$ cat config.mk
export PLATFORM = sky130hd
export DESIGN_NAME = dbus_bridge
export DESIGN_NICKNAME = d
export VERILOG_FILES = /design/src/rtl/dbus_bridge_pkg.sv /design/src/rtl/dbus_bridge.sv
export SDC_FILE = /design/constraint.sdc
export NUM_CORES = 1
export LEC_CHECK = 0
export CORE_MARGIN = 1.5
export CORE_UTILIZATION = 39
export CTS_CLUSTER_DIAMETER = 100
export DETAILED_ROUTE_END_ITERATION = 12
export PLACE_DENSITY = 0.83
export SYNTH_ARGS = -nofsm -noshare
export SYNTH_HDL_FRONTEND = slang
export SYNTH_SLANG_ARGS = --single-unit
export TNS_END_PERCENT = 100
$ cat constraint.sdc
create_clock -name clk -period 2.2 [get_ports clk]
set_input_delay 0.44 -clock clk [delete_from_list [all_inputs] [get_ports clk]]
set_output_delay 0.44 -clock clk [all_outputs]
set_load 0.01 [all_outputs]
$ cat src/rtl/dbus_bridge_pkg.sv
// Shared bus widths, bridge state encoding and request record for the LSU data-bus bridge.
package dbus_bridge_pkg;

    localparam int MemAddrBus = 32;
    localparam int MemDataBus = 32;
    localparam int DBUS_MASK  = 4;

    typedef enum logic [1:0] {
        DBR_IDLE = 2'd0,
        DBR_REQ  = 2'd1,
        DBR_RESP = 2'd2,
        DBR_DONE = 2'd3
    } dbr_state_t;

    typedef struct packed {
        logic                  we;
        logic [MemAddrBus-1:0] addr;
        logic [MemDataBus-1:0] wdata;
        logic [DBUS_MASK-1:0]  wstrb;
    } dbr_req_t;

    // Timeout counter width; a disabled timeout still keeps a 1-bit counter.
    function automatic int dbr_cnt_width(input int limit);
        return (limit > 0) ? $clog2(limit + 1) : 1;
    endfunction

endpackage

$ cat src/rtl/dbus_bridge.sv
// LSU dbus bridge: latches a single-cycle request, replays it as valid/ready + response handshake, stalls the pipe until done.
// Best case 3 cycles of stall; each late ready/rvalid adds one; I_hold parks the result in DONE; one transaction outstanding.
module dbus_bridge
    import dbus_bridge_pkg::*;
#(
    parameter int TIMEOUT_CYC = 255
) (
    input  logic                  clk,
    input  logic                  rst,
    input  logic                  I_dbus_req,
    input  logic                  I_dbus_we,
    input  logic [MemAddrBus-1:0] I_dbus_addr,
    input  logic [MemDataBus-1:0] I_dbus_data,
    input  logic [DBUS_MASK-1:0]  I_dbus_mask,
    output logic [MemDataBus-1:0] O_dbus_data,
    output logic                  O_stallreq,
    input  logic                  I_hold,
    input  logic                  I_flush,
    output logic                  O_mem_valid,
    input  logic                  I_mem_ready,
    output logic                  O_mem_we,
    output logic [MemAddrBus-1:0] O_mem_addr,
    output logic [MemDataBus-1:0] O_mem_wdata,
    output logic [DBUS_MASK-1:0]  O_mem_wstrb,
    input  logic                  I_mem_rvalid,
    input  logic [MemDataBus-1:0] I_mem_rdata,
    output logic                  O_mem_rready,
    output logic                  O_bus_err
);

    localparam int            CW     = dbr_cnt_width(TIMEOUT_CYC);
    localparam logic [CW-1:0] TO_LIM = CW'(TIMEOUT_CYC);
    localparam bit            TO_EN  = (TIMEOUT_CYC > 0);

    dbr_state_t            state;
    dbr_req_t              req_q;
    logic [MemDataBus-1:0] rdata_q;
    logic [CW-1:0]         cnt_q;
    logic                  flushed_q;
    logic                  bus_err_q;

    logic                  start;
    logic                  busy;
    logic                  timeout_hit;
    logic [CW-1:0]         cnt_inc;

    assign start   = (state == DBR_IDLE) && I_dbus_req && !I_flush;
    assign busy    = (state == DBR_REQ) || (state == DBR_RESP);
    assign cnt_inc = cnt_q + CW'(1);

    // Fires on the last allowed REQ/RESP cycle so DONE lands exactly TIMEOUT_CYC cycles after REQ entry.
    assign timeout_hit = TO_EN && busy && (cnt_inc == TO_LIM);

    always_ff @(posedge clk or negedge rst) begin
        if (!rst) begin
            state     <= DBR_IDLE;
            req_q     <= '0;
            rdata_q   <= '0;
            cnt_q     <= '0;
            flushed_q <= 1'b0;
            bus_err_q <= 1'b0;
        end else begin
            bus_err_q <= 1'b0;
            unique case (state)
                DBR_IDLE: begin
                    if (start) begin
                        state       <= DBR_REQ;
                        req_q.we    <= I_dbus_we;
                        req_q.addr  <= I_dbus_addr;
                        req_q.wdata <= I_dbus_data;
                        req_q.wstrb <= I_dbus_mask;
                        cnt_q       <= '0;
                        flushed_q   <= 1'b0;
                    end
                end
                DBR_REQ: begin
                    cnt_q <= cnt_inc;
                    if (I_flush) begin
                        flushed_q <= 1'b1;
                    end
                    // Responses arriving before acceptance are stale and dropped.
                    if (timeout_hit) begin
                        state     <= DBR_DONE;
                        rdata_q   <= '0;
                        bus_err_q <= 1'b1;
                    end else if (I_mem_ready) begin
                        state <= DBR_RESP;
                    end
                end
                DBR_RESP: begin
                    cnt_q <= cnt_inc;
                    if (I_flush) begin
                        flushed_q <= 1'b1;
                    end
                    if (timeout_hit) begin
                        state     <= DBR_DONE;
                        rdata_q   <= '0;
                        bus_err_q <= 1'b1;
                    end else if (I_mem_rvalid) begin
                        state   <= DBR_DONE;
                        rdata_q <= req_q.we ? '0 : I_mem_rdata;
                    end
                end
                DBR_DONE: begin
                    // A squashed instruction must not park the bridge behind a pipeline hold.
                    if (flushed_q || !I_hold) begin
                        state     <= DBR_IDLE;
                        flushed_q <= 1'b0;
                    end
                end
                default: state <= DBR_IDLE;
            endcase
        end
    end

    assign O_stallreq   = start || busy;
    assign O_mem_valid  = (state == DBR_REQ);
    assign O_mem_rready = (state == DBR_RESP);
    assign O_mem_we     = req_q.we;
    assign O_mem_addr   = req_q.addr;
    assign O_mem_wdata  = req_q.wdata;
    assign O_mem_wstrb  = req_q.wstrb;
    assign O_dbus_data  = rdata_q;
    assign O_bus_err    = bus_err_q;

endmodule
## After elaboration in Yosys (flattened, before gate mapping)

Cells that the tools add are included.

- Output and inout port bits: 105
- Bits of input ports: 108
- Word-level logic and storage cells: 57
- Register bits after elaboration: 113

- Reductions and logical operators: 17
- Mux-type cells: 20
- Equality and inequality tests: 10
- Add/sub/neg operators: 1

Operators by type and width:

| operator | number |
|---|---|
| 32-bit two-way mux | 4 |
| 32-bit one-hot mux with 2 select lines | 1 |
| 8-bit one-hot mux with 2 select lines | 1 |
| 2-bit two-way mux | 6 |
| 8-bit by 1-bit adder with 8-bit output (second input constant) | 1 |
| 8-bit equality test (second input constant) | 1 |
| 8-bit two-way mux | 1 |
| 2-bit one-hot mux with 4 select lines | 1 |
| 3-bit AND reduction | 2 |
| 1-bit two-way mux | 5 |
| 2-bit equality test (second input constant) | 2 |
| 2-bit by 1-bit inequality test with 1-bit output (second input constant) | 2 |
| 2-bit inequality test (second input constant) | 2 |
| 2-bit AND reduction | 2 |
| 4-bit AND reduction | 1 |
| 2-bit nonzero test | 2 |
| 1-bit logical AND | 3 |
| 1-bit logical OR | 3 |
| 3-bit by 1-bit inequality test with 1-bit output (second input constant) | 1 |
| 3-bit by 2-bit inequality test with 1-bit output (second input constant) | 1 |
| 1-bit one-hot mux with 3 select lines | 1 |
| 2-bit by 1-bit equality test with 1-bit output (second input constant) | 1 |
| 1-bit logical NOT | 2 |
| 2-bit logical NOT | 1 |
| 2-bit OR reduction | 1 |

## Depth between registers and ports, before layout

Gate-level depths: netlist of the first run.

- Word-level depth: 5
- Gate-level depth with buffers: 9
- Gate-level depth less buffers: 7

## Least setup slack after synthesis of the first run

No wires, ideal clock.

- Kind: reg2reg
- From: register cnt_q[0]
- To: register rdata_q[10] (netlist: O_dbus_data[10])
- Path buffers: 2
- Cell stages (with the launch flop): 10
- Arrival: 2.069 ns
- Setup slack: -0.002 ns
- Data required time: 2.067 ns
- Clock period less this slack: 2.202 ns
- Library setup time: 0.133 ns
- Cell sequence: dfrtp_1 ha_1 nand3_2 or3_1 a211o_1 buf_6 or2_4 inv_6 buf_12 o211ai_2

- Longest elaborated chain between the ends: 5
- Elaborated cells between the ends (all ways): 8
- Classes of those cells: add/sub (1); eq/ne (3); mux (2); reduce/logical (2)

RTL lines:

| what | line | RTL |
|---|---|---|
| start, declared | dbus_bridge.sv:38 | `logic [CW-1:0] cnt_q;` |
| start signal, assigned | dbus_bridge.sv:77 | `cnt_q <= cnt_inc;` |
| start signal, assigned | dbus_bridge.sv:91 | `cnt_q <= cnt_inc;` |
| 8-bit by 1-bit adder with 8-bit output (*) | dbus_bridge.sv:49 | `assign cnt_inc = cnt_q + CW'(1);` |
| 8-bit equality test (*) | dbus_bridge.sv:52 | `assign timeout_hit = TO_EN && busy && (cnt_inc == TO_LIM);` |
| 1-bit logical AND (*) | dbus_bridge.sv:52 |  |
| 3-bit by 2-bit inequality test with 1-bit output (no source line), or another cell as far along | n/a |  |
| 3-bit AND reduction (no source line) or 32-bit one-hot mux with 2 select lines (tied branches) | n/a |  |
| end signal, assigned | dbus_bridge.sv:101 | `rdata_q <= req_q.we ? '0 : I_mem_rdata;` |
| end, declared | dbus_bridge.sv:37 | `logic [MemDataBus-1:0] rdata_q;` |

Mark *: on every way between the ends. The rest lies on a longest branch, timed or not.
A chain may end at the register's enable or synchronous reset.

## Worst setup path after layout of the first run

- From: register cnt_q[0]
- To: register state[1]

- Longest elaborated chain between the ends: 5
- Elaborated cells between the ends (all ways): 9
- Classes of those cells: add/sub (1); eq/ne (3); mux (3); reduce/logical (2)

RTL lines:

| what | line | RTL |
|---|---|---|
| 8-bit by 1-bit adder with 8-bit output (*) | dbus_bridge.sv:49 |  |
| 8-bit equality test (*) | dbus_bridge.sv:52 |  |
| 1-bit logical AND (*) | dbus_bridge.sv:52 |  |
| 3-bit by 2-bit inequality test with 1-bit output (no source line), or another cell as far along | n/a |  |
| 4-bit AND reduction (no source line) or 2-bit one-hot mux with 4 select lines (tied branches) | n/a |  |
| end signal, assigned | dbus_bridge.sv:56 | `state <= DBR_IDLE;` |
| end signal, assigned | dbus_bridge.sv:67 | `state <= DBR_REQ;` |
| end signal, assigned | dbus_bridge.sv:83 | `state <= DBR_DONE;` |
| end, declared | dbus_bridge.sv:35 | `dbr_state_t state;` |

Marks and branches as above.

==> reports/results.tsv, run 1 <==
metric	value	unit
drc_errors	0	
syn_to_final_growth	59.10	%
crit_chain	ha_4, nand3_2, or3_1, a211o_1, or2_4, a311o_1	
holdCritPathClass	in2async	
syn_inst	425	
path_buf_inv	0	
setup_viol	0	
maxSlewViolCount	0	
overflow	0	
via_per_inst	5.102	
synthFlopType	dfrtp_1	
max_freq	474.0	MHz
ys_async_sr_fraction	1.000	
drt_wl_total	14.06	mm
multi_input_area	0.002192	sq mm
maxCapViolCount	0	
cts_buffer_depth	2	
synth_simple_gate_area_frac	0.08891	
synthDistinctLibCells	42	
h-tree-depth	4	
synth_edf_count	0	
synth_top_area_cell	dfrtp_1	
ff2ff_setup_slack	0.09	ns
path_delay_family	simple AND/OR/NAND/NOR gates	
yosysSeqAreaShare	0.5460	
start_util	0.4054	
cp.arrival	2.40	ns
p_leak	3.480	nW
fill_cells	932	
cts_tree	done	
pin_count	213	
grt_pass1_vias	4602	
clk_pin_slew	0.05	ns
seqCellArea	0.002828	sq mm
synthTopCellsByArea	dfrtp_1 (55%), mux2_2 (15%), o211ai_2 (7.0%)	
power-per-cell-area	1495	mW/mm^2
ir_drop	0.0007192	V
worstSetupEndpointType	flop	
worst_slack	0.09029	ns
synth_top_family_by_area	compound AO/OA/AOI/OAI gates	
status	complete, no violations	
wl_per_cell	16.88	microns
cts_hold_buf	0	
die_x	118.2	microns
synth_seq_cells	113	
path_max_fanout	4	
dp_slack	-0.02146	ns
yosys_warnings	0	
rsz0062_at_grt	false	
gp_congestion	0.7967	
nets	763	
hold_violations	0	
synth-adder-area-share	0.01691	
grtUsageTotal	0.2094	
cp-start-kind	flop	
synth-xor-area-share	0.001691	
layout-drive-gt1-share	0.2421	
synthMuxAreaShare	0.1539	
cts.sinks	113	
cts_buffers	17	
port-buffer-count	212	
hold_ws	0.02987	ns
fin_crit	2.110	ns
crit_type	reg2reg	
finClkSkew	0.006241	ns
place_area	0.007528	sq mm
fp.dieH	118.2	microns
final.setup.tns	0	ns
required	2.49	ns
syn_nets	540	
final_common_cell	clkdlybuf4s50_1	
drt-pass1-iter-count	5	
drt_iter0_markers	278	
slew_headroom	0.6144	
cts-root-buf	clkbuf_16	
final_cell_mix	clkdlybuf4s50_1 (208), dfrtp_1 (113), nand2_1 (77)	
grt_max_degree	65	
synth_compound_area_frac	0.1539	
rows	41	
vias	4250	
n_antenna_cell	0	
syn_area_per_cell	12.19	sq um
period_share	0.9590	
final_cell_area	0.008239	sq mm
die_area	0.01398	sq mm
grt_pass1_wl	23.23	mm
insertion_delay	0.41	ns
cp_slowest_cell	dfrtp_1	
coreArea	0.01277	sq mm
crit_path_max_incr_delay	0.39	ns
finalPower	12.32	mW
dpl.hpwl	9.921	mm
antenna_left	0	
syn_area	0.005179	sq mm
grt_antenna_before_repair	0	
synth_top_area_frac	0.5460	
tightest_slew	0.5723	ns
==> layout make-up <==
cell class | count | share of cell area
Clock buffer | 22 | 0.05634
Clock inverter | 10 | 0.02202
Inverter | 8 | 0.006834
Multi-Input combinational cell | 276 | 0.2661
Sequential cell | 113 | 0.3432
Tap cell | 172 | 0.02612
Timing Repair Buffer | 232 | 0.2794
==> path summary, 6_finish.rpt <==
path | endpoint | startpoint | depth (start not counted)
setup / recovery | state[1] | cnt_q[0] | 6
max in group asynchronous | O_dbus_data[7] | rst | 2
min in group clk | O_mem_wstrb[1] | O_mem_wstrb[1] | 1
hold / removal | O_dbus_data[18] | rst | 1
hold reg to reg | O_mem_wstrb[1] | O_mem_wstrb[1] | 1
setup reg to reg | state[1] | cnt_q[0] | 6
==> state kept, by name, summed over array words and instances, names as in the netlist <==
name,flops
flushed_q,1
O_dbus_data,32
state,2
O_mem_wstrb,4
O_mem_addr,32
O_mem_wdata,32
cnt_q,8
O_bus_err,1
O_mem_we,1
==> routing by layer <==
| layer | vias to the layer above | share of wire | track usage |
|---|---|---|---|
| met5 | - | 0 | 0 |
| met4 | 0 | 0.030 | 0.09223 |
| met3 | 33 | 0.065 | 0.05502 |
| met2 | 167 | 0.52 | 0.3634 |
| met1 | 2081 | 0.39 | 0.2427 |
| li1 | 1969 | - | - |
==> synth_stat cells (5+ instances only) <==
library cell  count
o21ai_0           9
o211ai_2         29
a21oi_1           5
clkbuf_1         16
ha_1              7
dfrtp_1         113
nor2_1            8
nand2_1          78
mux2_2           69
inv_1             7
o211ai_1         35
buf_1             7
==> report_power, final <==
| group | switching [mW] | leakage (nW) | internal [mW] |
|---|---|---|---|
| clock | 0.913 | 0.314 | 2.06 |
| combinational | 2.45 | 1.84 | 3.14 |
| sequential | 0.642 | 1.33 | 3.11 |
| total | 4.01 | 3.48 | 8.31 |
==> cell families after synthesis <==
logic type / Yosys count
DFF: 113
and+or+nand+nor: 107
buffers and inverters: 36
AOI/OAI and AO/OA: 90
muxes: 71
adders and majority gates: 7
xor gates and xnor gates: 1
==> worst register-to-register path, cell delays in order (launching register included) <==
cell     delay (ns)
dfrtp_1        0.39
ha_4           0.17
nand3_2        0.07
or3_1          0.38
a211o_1        0.34
or2_4          0.31
a311o_1        0.33
==> metrics by stage <==
stage / util / std cells
2_1_floorplan: - / 425
3_3_place_gp: 0.5894 / 800
3_5_place_dp: 0.5894 / 800
4_1_cts: 0.6415 / 833
5_1_grt: 0.6450 / 833
6_report: 0.6450 / 833
==> what timing repair did <==
action                     4_1_cts  5_1_grt
pin swaps                        0        1
setup endpoints to repair        5       35
hold endpoints to repair         0        0
buffers inserted                 1        0
resized for setup                5        7
Note: power is estimated with default switching activity, not from simulation.
==> run 2, diff against run 1 <==
- CORE_UTILIZATION: 39 -> 30
- MAX_ROUTING_LAYER: unset -> met4
- PLACE_DENSITY: 0.83 -> 0.68
==> reports/results.tsv, run 2 (synthesis results as in run 1) <==
metric	value	unit	change
status	complete, no violations		unchanged
worstSetupEndpointType	output port		was flop
grt_antenna_before_repair	0		unchanged
maxCapViolCount	0		unchanged
final_common_cell	clkdlybuf4s50_1		unchanged
ir_drop	0.0006382	V	was 0.0007192 V
reg2reg_from	cnt_q[1]		was cnt_q[0]
pwr-share-comb	0.465		was 0.454
p_leak	3.512	nW	was 3.480 nW
clkPwrFrac	0.228		was 0.242
switching_power	4.135	mW	was 4.007 mW
cts_tree	done		unchanged
setup_viol	0		unchanged
cts.sinks	113		unchanged
clk_pin_slew	0.05	ns	about the same
crit_type	reg2out		was reg2reg
coreArea	0.01670	sq mm	was 0.01277 sq mm
layoutNonFillerInstCount	890		was 833
drt-pass1-iter-count	4		was 5
grt_pass1_vias	4715		was 4,602
h-tree-depth	4		unchanged
max_freq	470.1	MHz	was 474.0 MHz
maxSlewViolCount	0		unchanged
die_x	134.4	microns	was 118.2 microns
pin_count	213		unchanged
tightest_slew	0.5476	ns	was 0.5723 ns
port-buffer-count	212		unchanged
antenna_left	0		unchanged
drc_errors	0		unchanged
n_antenna_cell	0		unchanged
die_area	0.01806	sq mm	was 0.01398 sq mm
path_max_fanout	4		unchanged
grt_max_degree	64		was 65
wl_per_cell	16.75	microns	was 16.88 microns
nets	773		was 763
layout-drive-gt1-share	0.2582		was 0.2421
r2r_cells	8		was 6
dp_slack	-0.007782	ns	was -0.02146 ns
drt_iter0_markers	121		was 278
grt_pass1_wl	23.39	mm	was 23.23 mm
p_int	8.094	mW	was 8.310 mW
power-per-cell-area	1453	mW/mm^2	was 1495 mW/mm^2
overflow	0		unchanged
cp-start-kind	flop		unchanged
slew_headroom	0.6325		was 0.6144
final_cell_mix	clkdlybuf4s50_1 (209), dfrtp_1 (113), nand2_1 (77)		was clkdlybuf4s50_1 (208), dfrtp_1 (113), nand2_1 (77)
cts_buffer_depth	2		unchanged
hold_violations	0		unchanged
grtUsageTotal	0.1716		was 0.2094
cp.arrival	1.69	ns	was 2.40 ns
gp_congestion	0.8456		was 0.7967
worst_slack	0.07274	ns	was 0.09029 ns
holdCritPathClass	in2async		unchanged
rows	47		was 41
switching_share	0.3382		was 0.3253
cts-root-buf	clkbuf_16		unchanged
final.setup.tns	0	ns	unchanged
start_util	0.3101		was 0.4054
ff2ff_setup_slack	0.08	ns	was 0.09 ns
vias	4323		was 4,250
dpl.cell_count	851		was 800
fin_crit	2.127	ns	was 2.110 ns
required	1.76	ns	was 2.49 ns
drt_wl_total	14.91	mm	was 14.06 mm
via_per_inst	4.857		was 5.102
finClkSkew	0.004563	ns	was 0.006241 ns
p_seq_frac	0.307		was 0.304
rsz0062_at_grt	false		unchanged
fp.dieH	134.4	microns	was 118.2 microns
insertion_delay	0.40	ns	was 0.41 ns
syn_to_final_growth	62.53	%	was 59.10%
cts_buffers	17		unchanged
dpl.hpwl	10.52	mm	was 9.921 mm
worstReg2RegEnd	O_dbus_data[8]		was state[1]
period_share	0.9669		was 0.9590
## run 2: changes by cell type in the layout (fill, tap and decap cells not counted), sizes merged
cell	before	now
bufinv	5	3
buf	21	27
clkinvlp	1	5
dlygate4sd3	0	1
clkbuf	22	20
clkdlybuf4s50	208	209
clkinv	5	6
inv	7	8
dlygate4sd2	2	1
## run 2: per-stage QoR
stage               instance area, sq um  hold slack, ns  total power [mW]    util
floorplan                           5181          0.1444             6.407       -
global placement                    7649          0.3584             9.143  0.4580
detailed placement                  7649          0.3638             9.391  0.4580
CTS                                 8283          0.4697             12.31  0.4960
global route                        8417          0.4820             12.98  0.5040
finish                              8417          0.4780             12.23  0.5040
## run 2: repair_timing
| item | in CTS | in global routing |
|---|---|---|
| hold buffers | 1 | 0 |
| gates cloned | 0 | 3 |
| buffers inserted | 1 | 3 |
| hold endpoints to repair | 22 | 0 |
| resized for setup | 4 | 9 |
| endpoints found under the setup margin | 2 | 33 |
| pin swaps | 0 | 3 |
## run 2: worst max path at each step
stage	end	depth (start not counted)	start	slack, ns
finish	O_mem_valid	3	state[1]	0.07
global route	O_dbus_data[2]	8	cnt_q[1]	0.001
CTS	O_dbus_data[24]	8	cnt_q[1]	0.004
detailed placement	state[0]	7	I_dbus_req	-0.008
global placement	O_stallreq	5	I_dbus_req	-0.02
floorplan	O_dbus_data[10]	9	cnt_q[0]	0.006
## run 2: power groups by stage
stage               clock network, mW  registers, mW  logic (mW)
CTS                              2.86           3.75        5.70
detailed placement                  0           3.76        5.63
global placement                    0           3.69        5.45
finish                           2.79           3.76        5.68
global route                     2.98           3.89        6.11
floorplan                           0           4.13        2.28
## run 2: metal layers
layer,vias to the layer above,wire [microns],GRT usage
li1,1990,-,-
met1,2132,5835,0.1846
met2,176,7667,0.2926
met3,25,1120,0.06122
met4,0,282,0.05974
met5,-,0,-
## run 2: layout make-up
cell class / instances / area (sq um)
Fill cell: 1494 / 8284
Clock buffer: 18 / 439.2
Timing Repair inverter: 1 / 8.758
Clock inverter: 13 / 163.9
Multi-Input combinational cell: 276 / 2217
Timing Repair Buffer: 241 / 2442
Sequential cell: 113 / 2828
Tap cell: 220 / 275.3
Inverter: 8 / 42.54
## run 2: worst max-delay path, stage by stage, from the launching register on
cell	delay (ns)
dfrtp_1	0.38
inv_1	0.17
ha_4	0.19
clkdlybuf4s50_1	0.54
==> run 3, diff against run 2 <==
- CELL_PAD_IN_SITES_DETAIL_PLACEMENT: unset -> 2
- CELL_PAD_IN_SITES_GLOBAL_PLACEMENT: unset -> 2
- CORE_MARGIN: 1.5 -> unset
- CORE_UTILIZATION: 30 -> 24
- PLACE_DENSITY: 0.68 -> 0.82
==> reports/results.tsv, run 3 (synthesis results as in run 1) <==
metric	value	unit	change
status	complete, no violations		unchanged
vias	4419		was 4,323
clkPwrFrac	0.232		was 0.228
drt-pass1-iter-count	4		unchanged
cts.sinks	113		unchanged
maxSlewViolCount	0		unchanged
pin_count	213		unchanged
cts-root-buf	clkbuf_16		unchanged
setup_viol	0		unchanged
via_per_inst	4.671		was 4.857
layoutNonFillerInstCount	946		was 890
port-buffer-count	212		unchanged
drt_wl_total	19.06	mm	was 14.91 mm
clk_pin_slew	0.06	ns	was 0.05 ns
p_seq_frac	0.302		was 0.307
cp.arrival	2.45	ns	was 1.69 ns
coreArea	0.02109	sq mm	was 0.01670 sq mm
grt_pass1_vias	5125		was 4,715
layout-drive-gt1-share	0.2623		was 0.2582
h-tree-depth	4		unchanged
grt_max_degree	114		was 64
die_area	0.02217	sq mm	was 0.01806 sq mm
power-per-cell-area	1481	mW/mm^2	was 1453 mW/mm^2
cts_hold_buf	0		was 1
p_leak	3.527	nW	was 3.512 nW
overflow	0		unchanged
hold_violations	0		unchanged
grtUsageTotal	0.1791		was 0.1716
cts_buffers	17		unchanged
final_cell_mix	clkdlybuf4s50_1 (208), dfrtp_1 (112), nand2_1 (77)		was clkdlybuf4s50_1 (209), dfrtp_1 (113), nand2_1 (77)
antenna_left	0		unchanged
holdCritPathClass	in2async		unchanged
period_share	0.9722		was 0.9669
n_antenna_cell	0		unchanged
fin_crit	2.139	ns	was 2.127 ns
crit_type	reg2reg		was reg2out
drt_iter0_markers	100		was 121
dp_slack	-0.2599	ns	was -0.007782 ns
maxCapViolCount	0		unchanged
grt_pass1_wl	29.19	mm	was 23.39 mm
die_x	148.9	microns	was 134.4 microns
gp_congestion	0.7388		was 0.8456
max_freq	467.6	MHz	was 470.1 MHz
grt_antenna_before_repair	0		unchanged
worst_slack	0.06120	ns	was 0.07274 ns
slew_headroom	0.5747		was 0.6325
cts_buffer_depth	2		unchanged
tightest_slew	0.6312	ns	was 0.5476 ns
ir_drop	0.0006806	V	was 0.0006382 V
p_int	8.120	mW	was 8.094 mW
required	2.51	ns	was 1.76 ns
final_common_cell	clkdlybuf4s50_1		unchanged
cp-start-kind	flop		unchanged
wl_per_cell	20.15	microns	was 16.75 microns
pwr-share-comb	0.467		was 0.465
nets	773		unchanged
syn_to_final_growth	64.10	%	was 62.53%
switching_power	4.470	mW	was 4.135 mW
switching_share	0.3550		was 0.3382
insertion_delay	0.42	ns	was 0.40 ns
worstSetupEndpointType	flop		was output port
dpl.cell_count	909		was 851
dpl.hpwl	13.19	mm	was 10.52 mm
rsz0062_at_grt	false		unchanged
rows	53		was 47
fp.dieH	148.9	microns	was 134.4 microns
finClkSkew	0.009809	ns	was 0.004563 ns
cts_tree	done		unchanged
start_util	0.2456		was 0.3101
hold_ws	0.1169	ns	was 0.4780 ns
path_max_fanout	3		was 4
drc_errors	0		unchanged
-- run 3: path summary, 6_finish.rpt --
kind                                       from         endpoint  slack [ns]  depth (start not counted)
worst max-delay path                   cnt_q[0]         state[0]        0.06                          7
worst min-delay path                        rst  O_dbus_data[18]        0.12                          2
worst max register to register         cnt_q[0]         state[0]        0.06                          7
worst min register to register  O_mem_wdata[20]  O_mem_wdata[20]        0.51                          1
max in group asynchronous                   rst         cnt_q[5]        1.57                          2
min in group clk                O_mem_wdata[20]  O_mem_wdata[20]        0.51                          1
-- run 3: critical path, cell delays in order, from the launching register on --
cell      delay (ns)
dfrtp_1         0.39
ha_4            0.18
nand3_4         0.07
or3_4           0.35
a211o_1         0.35
or2_4           0.29
buf_6           0.13
a221oi_2        0.28
-- run 3: cell type report --
class                   instances  area, sq um
inverters                       8        42.54
flip-flops and latches        113         2829
clock inverters                14        180.2
multi-input cells             276         2215
repair buffers                242         2449
clock buffers                  18        439.2
well taps                     275        344.1
fillers                      2141        12590
-- run 3: what timing repair did --
| item | CTS | global route |
|---|---|---|
| gates cloned | 1 | 1 |
| setup endpoints to repair | 28 | 16 |
| buffers inserted | 2 | 1 |
| gates resized for setup | 10 | 7 |
| pin swaps | 3 | 5 |
-- run 3: per-stage QoR --
step	cell area, sq um	power (mW)	util	setup TNS (ns)
6_report	8498	12.59	0.4030	0
5_1_grt	8498	13.32	0.4030	0
4_1_cts	8438	12.78	0.4001	0
3_5_place_dp	7745	9.693	0.3673	-0.8885
3_3_place_gp	7745	9.264	0.3673	-0.1995
2_1_floorplan	5181	6.407	-	0
-- run 3: power by group through the flow --
stage / Sequential, mW / Clock (mW) / Combinational (mW)
2_1_floorplan: 4.13 / 0 / 2.28
3_3_place_gp: 3.69 / 0 / 5.57
3_5_place_dp: 3.82 / 0 / 5.88
4_1_cts: 3.81 / 3.00 / 5.97
5_1_grt: 3.92 / 3.06 / 6.33
6_report: 3.80 / 2.92 / 5.88
-- run 3: layer usage --
layer  vias up  track usage  share of wire
li1       1995            -              -
met1      2267       0.1965           0.40
met2       126       0.3209           0.54
met3        31      0.03670          0.037
met4         0      0.05969          0.022
met5         -            -              0
